<file path="src/rtl/eth_pkg.sv">
// Shared Ethernet definitions: CRC-32 constants, minimum frame size, FCS-insert
// state encoding and the byte-wide reflected CRC-32 update function.
package eth_pkg;

    localparam logic [31:0] ETH_CRC32_POLY    = 32'hEDB88320;
    localparam logic [31:0] ETH_CRC32_INIT    = 32'hFFFFFFFF;
    localparam logic [31:0] ETH_CRC32_RESIDUE = 32'hDEBB20E3;
    localparam int          ETH_MIN_FRAME_BYTES = 60;

    typedef enum logic [1:0] {
        DATA = 2'd0,
        PAD  = 2'd1,
        FCS  = 2'd2
    } eth_fcs_state_t;

    // Reflected CRC-32: data bits are folded in LSB first.
    function automatic logic [31:0] crc32_update(input logic [31:0] crc, input logic [7:0] data);
        logic [31:0] c;
        c = crc ^ {24'h000000, data};
        for (int i = 0; i < 8; i++) begin
            c = c[0] ? ((c >> 1) ^ ETH_CRC32_POLY) : (c >> 1);
        end
        return c;
    endfunction

endpackage

</file>
<file path="src/rtl/eth_crc32.sv">
// Byte-wide CRC-32 register shared by the transmit FCS inserter and the receive
// FCS checker; init takes priority over en.
module eth_crc32
    import eth_pkg::*;
(
    input  logic        clk,
    input  logic        reset,
    input  logic        init,
    input  logic        en,
    input  logic [7:0]  data,
    output logic [31:0] crc
);

    logic [31:0] crc_q;

    always_ff @(posedge clk) begin
        if (reset || init) begin
            crc_q <= ETH_CRC32_INIT;
        end else if (en) begin
            crc_q <= crc32_update(crc_q, data);
        end
    end

    assign crc = crc_q;

endmodule

</file>
<file path="src/rtl/eth_fcs_insert.sv">
// Byte-wide AXI-Stream stage appending the Ethernet FCS to each frame. Zero-padding
// of short frames up to MIN_FRAME_BYTES is compiled in when ETH_FCS_PAD_EN is defined.
module eth_fcs_insert
    import eth_pkg::*;
#(
    parameter int MIN_FRAME_BYTES = ETH_MIN_FRAME_BYTES
) (
    input  logic       clk,
    input  logic       reset,
    input  logic [7:0] s_axis_tdata,
    input  logic       s_axis_tvalid,
    output logic       s_axis_tready,
    input  logic       s_axis_tlast,
    output logic [7:0] m_axis_tdata,
    output logic       m_axis_tvalid,
    input  logic       m_axis_tready,
    output logic       m_axis_tlast
);

    eth_fcs_state_t state_q;
    logic [7:0]     data_q;
    logic           valid_q;
    logic           last_q;
    logic [1:0]     idx_q;

    logic           outFree;
    logic           inAccept;
    logic           crcInit;
    logic           crcEn;
    logic [7:0]     crcData;
    logic [31:0]    crcVal;
    logic [31:0]    fcsWord;
    logic [7:0]     fcsByte;
    logic           padNeeded;
    logic           padDone;

    if (MIN_FRAME_BYTES < 1 || MIN_FRAME_BYTES > 63) begin : g_minRangeError
        $error("eth_fcs_insert: MIN_FRAME_BYTES must be in 1..63");
    end

    assign outFree       = m_axis_tready | ~valid_q;
    assign s_axis_tready = (state_q == DATA) & outFree;
    assign inAccept      = s_axis_tvalid & s_axis_tready;

    assign fcsWord = ~crcVal;
    assign fcsByte = fcsWord[{idx_q, 3'b000} +: 8];

    always_comb begin
        crcInit = 1'b0;
        crcEn   = 1'b0;
        crcData = s_axis_tdata;
        case (state_q)
            DATA: crcEn = inAccept;
            PAD: begin
                crcEn   = outFree;
                crcData = 8'h00;
            end
            FCS: crcInit = outFree && (idx_q == 2'd3);
            default: crcInit = 1'b1;
        endcase
    end

    eth_crc32 u_crc (
        .clk   (clk),
        .reset (reset),
        .init  (crcInit),
        .en    (crcEn),
        .data  (crcData),
        .crc   (crcVal)
    );

`ifdef ETH_FCS_PAD_EN
    localparam logic [6:0] MIN7 = 7'(MIN_FRAME_BYTES);

    logic [5:0] count_q;
    logic [6:0] countInc;

    assign countInc  = {1'b0, count_q} + 7'd1;
    assign padNeeded = countInc < MIN7;
    assign padDone   = countInc >= MIN7;

    // count_q holds the number of bytes folded into the CRC, saturating at the minimum.
    always_ff @(posedge clk) begin
        if (reset) begin
            count_q <= '0;
        end else begin
            case (state_q)
                DATA: if (inAccept && countInc <= MIN7) count_q <= countInc[5:0];
                PAD:  if (outFree) count_q <= countInc[5:0];
                FCS:  if (outFree && idx_q == 2'd3) count_q <= '0;
                default: count_q <= '0;
            endcase
        end
    end
`else
    assign padNeeded = 1'b0;
    assign padDone   = 1'b1;
`endif

    // The CRC restarts as the last FCS byte is loaded, so the next frame can enter
    // in the same cycle that byte is taken downstream.
    always_ff @(posedge clk) begin
        if (reset) begin
            state_q <= DATA;
            data_q  <= 8'h00;
            valid_q <= 1'b0;
            last_q  <= 1'b0;
            idx_q   <= 2'd0;
        end else begin
            case (state_q)
                DATA: begin
                    if (inAccept) begin
                        data_q  <= s_axis_tdata;
                        valid_q <= 1'b1;
                        last_q  <= 1'b0;
                        if (s_axis_tlast) begin
                            idx_q   <= 2'd0;
                            state_q <= padNeeded ? PAD : FCS;
                        end
                    end else if (m_axis_tready) begin
                        valid_q <= 1'b0;
                    end
                end
                PAD: begin
                    if (outFree) begin
                        data_q  <= 8'h00;
                        valid_q <= 1'b1;
                        last_q  <= 1'b0;
                        if (padDone) begin
                            state_q <= FCS;
                        end
                    end
                end
                FCS: begin
                    if (outFree) begin
                        data_q  <= fcsByte;
                        valid_q <= 1'b1;
                        last_q  <= (idx_q == 2'd3);
                        idx_q   <= idx_q + 2'd1;
                        if (idx_q == 2'd3) begin
                            state_q <= DATA;
                        end
                    end
                end
                default: state_q <= DATA;
            endcase
        end
    end

    assign m_axis_tdata  = data_q;
    assign m_axis_tvalid = valid_q;
    assign m_axis_tlast  = last_q;

endmodule

</file>
<file path="config.mk">
export PLATFORM = sky130hd
export DESIGN_NAME = eth_fcs_insert
export DESIGN_NICKNAME = d
export VERILOG_FILES = /design/src/rtl/eth_pkg.sv /design/src/rtl/eth_crc32.sv /design/src/rtl/eth_fcs_insert.sv
export SDC_FILE = /design/constraint.sdc
export NUM_CORES = 1
export LEC_CHECK = 0
export ABC_CLOCK_PERIOD_IN_PS = 2950
export BUFFER_PORTS_ARGS = -buffer_cell sky130_fd_sc_hd__clkbuf_2
export CAP_MARGIN = 20
export CORE_AREA = 2 2 98 100
export DETAILED_ROUTE_END_ITERATION = 16
export DIE_AREA = 0 0 100 102
export GPL_TIMING_DRIVEN = 1
export SYNTH_ARGS = -nofsm -noshare
export SYNTH_HDL_FRONTEND = slang
export SYNTH_SLANG_ARGS = --single-unit
</file>
<file path="constraint.sdc">
create_clock -name clk -period 2.95 [get_ports clk]
set_clock_uncertainty 0.15 [all_clocks]
set_input_delay 0.295 -clock clk [delete_from_list [all_inputs] [get_ports clk]]
set_output_delay 0.295 -clock clk [all_outputs]
set_load 0.02 [all_outputs]
</file>
==> key figures <==
Synth
  • Post-synth net total: roughly 280
  • Sequential area share after synthesis: about a third
  • Synth Area in XOR/XNOR: 31.5%
  • Synth Cell Area: 2670 um^2
  • Synth warn: 0
  • Compound-gate portion of the synthesized area: ~15%
  • Synth cell types: 28
  • Syn Inst Count: 261
  • Simple-gate portion of the synthesized area: ~9.3%
  • Post-Syn Area per Cell: ~10 um^2
  • Main combinational cell family by area after synthesis: XOR/XNOR gates
  • Post-synthesis mux area share: 6.89%
  • Post-synthesis adder-cell area fraction: less than 1%
  • Yosys reg bits: 45

Critical path
  • Slowest cell on crit path: xnor2_1
  • Crit-path cells: xnor2_1, xnor2_2, xnor2_2, xnor3_1, o211ai_1
  • Reg-to-reg endpoint: u_crc.crc[19]$_SDFFE_PP1P_
  • CP dominant cell by count: xnor2_2
  • Worst Path Buf+Inv: 0
  • Reg2reg setup slack: around 670 ps
  • Required time of the critical path: approximately 3000 ps
  • Crit Path Class: register to register
  • Critical Path Start Type: register
  • Worst-path fanout max: 6
  • Crit path capture: u_crc.crc[19]$_SDFFE_PP1P_
  • Critical Path Max Stage Delay: ~460 ps
  • Worst r2r src: u_crc.crc[7]$_SDFFE_PP1P_
  • CP startpoint: u_crc.crc[7]$_SDFFE_PP1P_
  • Worst Setup End Kind: register
  • Stages on the worst setup path: 5
  • CP top delay family: XOR/XNOR gates
  • WP data arrival: roughly 2400 ps
  • R2R depth: 5

Finish
  • Layout cell share with drive strength beyond 1: 21.4%
  • Area Growth Syn to Fin: 12.4%
  • Antenna cells: 0
  • Fin nets: 295
  • Most common cell after layout, fill and taps aside: nand2_1
  • Most frequent cells in the layout: nand2_1, dfxtp_1, o211ai_1

Pwr
  • Net Sw Frac: between 30% and 40%
  • Clock share of power: between 10% and 20%
  • Total power: between 2 and 3 mW
  • Peak VDD IR: approximately 0.23 mV
  • Cell-internal power: 1.60 mW
  • Seq pwr share: around a third
  • Switching pwr: slightly above 0.9 mW
  • Leakage: between 1 and 1.5 nW
  • Comb pwr share: 49.5%
  • PD cells: 836 nW/um^2

Timing
  • Fin crit share: between 70% and 80%
  • Max-slew headroom: 56.0%
  • Minimum clock period: 2280 ps
  • Endpoints failing hold: 0
  • Slew @ Worst Pin: about 660 ps
  • Unrepaired setup endpoints after global routing: no
  • Maximum clock rate: 438 MHz
  • # setup viols final: 0
  • Setup TNS Final: 0 ps
  • Max Slew Vio Count: 0

Flow run
  • Max-Cap Viols: 0

Floorplanning
  • Core box area: 9110 um^2
  • Core Rows: 35
  • Die Y: ~100 um
  • Initial Util: approximately 30%
  • Total die area: between 10000 and 15000 um^2
  • Die X: 100 um
  • I/O pins: 24

Clocking
  • Clock slew at reported path FFs: roughly 80 ps
  • Clk Latency, worst-skew pair: around 290 ps
  • CTS Buf Count: 5
  • CTS HTree Levels: 2
  • CTS root buffer: clkbuf_8
  • Hold-fix buffers, CTS: 0
  • CTS max path bufs: 2
  • TritonCTS clock tree: done
  • Clock sinks: between 40 and 50
  • Postcts setup bufs: 0
  • Post-CTS Resized: 0

Drt
  • Routed wire length: 5680 um
  • WL/cell: about 14 um
  • Initial drt markers: 95
  • Via count: roughly 1900
  • Total iterations of the first detailed-routing run: 4
  • Remaining antenna violation count after routing: 0
  • Remaining DRCs: 0
  • Via/cell ratio: roughly 4.8

Placed design
  • Final Wtd Congestion: between 0.7 and 0.8
  • Post-detail-place hpwl: 4110 um
  • Number of port buffers: 23

Global routing
  • Antenna violations before repair: 0
  • First-pass GRT wire length: between 9000 and 10000 um
  • Total grt overflow: 0
  • Vias in the first global route: approximately 1800
  • Pin count of the biggest net entering global routing: 33
  • Total GRT Usage: 12.0%

Min path
  • Hold/Removal Path Class: primary input to register

Outcome
  • Status: complete, no violations
[metrics by stage]
step                      cell area, um^2  hold slack [ps]  cells  utilization, %  worst slack, ps
after floorplan                      2670              214    261               -              886
after global placement               2900              291    385            31.8              621
after detailed placement             2900              298    385            31.8              629
after CTS                            3000              165    392            32.9              639
after global routing                 3000              192    392            32.9              536
final                                3000              164    392            32.9              668
[how the worst min path moves through the flow]
stage | startpoint | endpoint | depth (start not counted)
finish | s_axis_tlast | state_q[1]$_SDFFE_PP0P_ | 3
global route | s_axis_tlast | state_q[1]$_SDFFE_PP0P_ | 3
CTS | s_axis_tvalid | m_axis_tvalid$_SDFFE_PP0P_ | 3
detailed placement | m_axis_tdata[6]$_SDFFE_PP0P_ | m_axis_tdata[6]$_SDFFE_PP0P_ | 2
global placement | m_axis_tdata[7]$_SDFFE_PP0P_ | m_axis_tdata[7]$_SDFFE_PP0P_ | 2
floorplan | reset | m_axis_tdata[3]$_SDFFE_PP0P_ | 1
[state kept, by name, summed over array words and instances (netlist names)]
register / flops
idx_q: 2
state_q: 1
m_axis_tlast: 1
u_crc.crc: 32
m_axis_tvalid: 1
m_axis_tdata: 8
[worst min-delay path, cell delays in order]
cell and delay [ps]:
clkbuf_2 90, a31oi_1 80, nor2b_1 110
[layout make-up]
class                           instances  area, um^2
Fill cell                             922        6110
Multi-Input combinational cell        199        1690
Sequential cell                        45         901
Clock buffer                            5        68.8
Tap cell                              111         139
Clock inverter                          2        35.0
Timing Repair Buffer                   30         168
[per-layer routing]
layer	GRT usage [%]	wire length, um	vias to the layer above
met5	0	0	-
met4	3.27	76	0
met3	2.39	195	9
met2	20.1	2750	35
met1	15.8	2660	886
li1	-	-	949
[power groups by stage]
stage,combinational (mW),sequential [mW],clock (mW)
floorplan,1.03,0.811,0
global placement,1.23,0.825,0
detailed placement,1.24,0.828,0
CTS,1.25,0.813,0.465
global route,1.35,0.830,0.487
finish,1.24,0.812,0.453
[Yosys cell counts, drive strengths merged]
cell type / number / area (um^2)
xor2: 19 / 166
o21ai: 1 / 5.00
o211ai: 40 / 310
ha: 1 / 12.5
dlymetal6s2s: 1 / 12.5
a21o: 1 / 7.51
xnor3: 5 / 114
clkbuf: 14 / 62.6
a32oi: 2 / 17.5
nor3: 1 / 5.00
xnor2: 48 / 559
nor2: 8 / 30.0
mux4: 8 / 184
buf: 2 / 11.3
dfxtp: 45 / 901
nand2b: 1 / 6.26
nand2: 51 / 194
a21oi: 9 / 45.0
nor2b: 2 / 12.5
a31oi: 2 / 12.5
[kinds of logic after synthesis]
kind of cell,Yosys count
buffers and inverters,17
DFF,45
AOI/OAI and AO/OA,55
xor gates and xnor gates,72
adders and majority gates,1
muxes,8
and+or+nand+nor,63
Note: power is estimated with default switching activity, not from simulation.
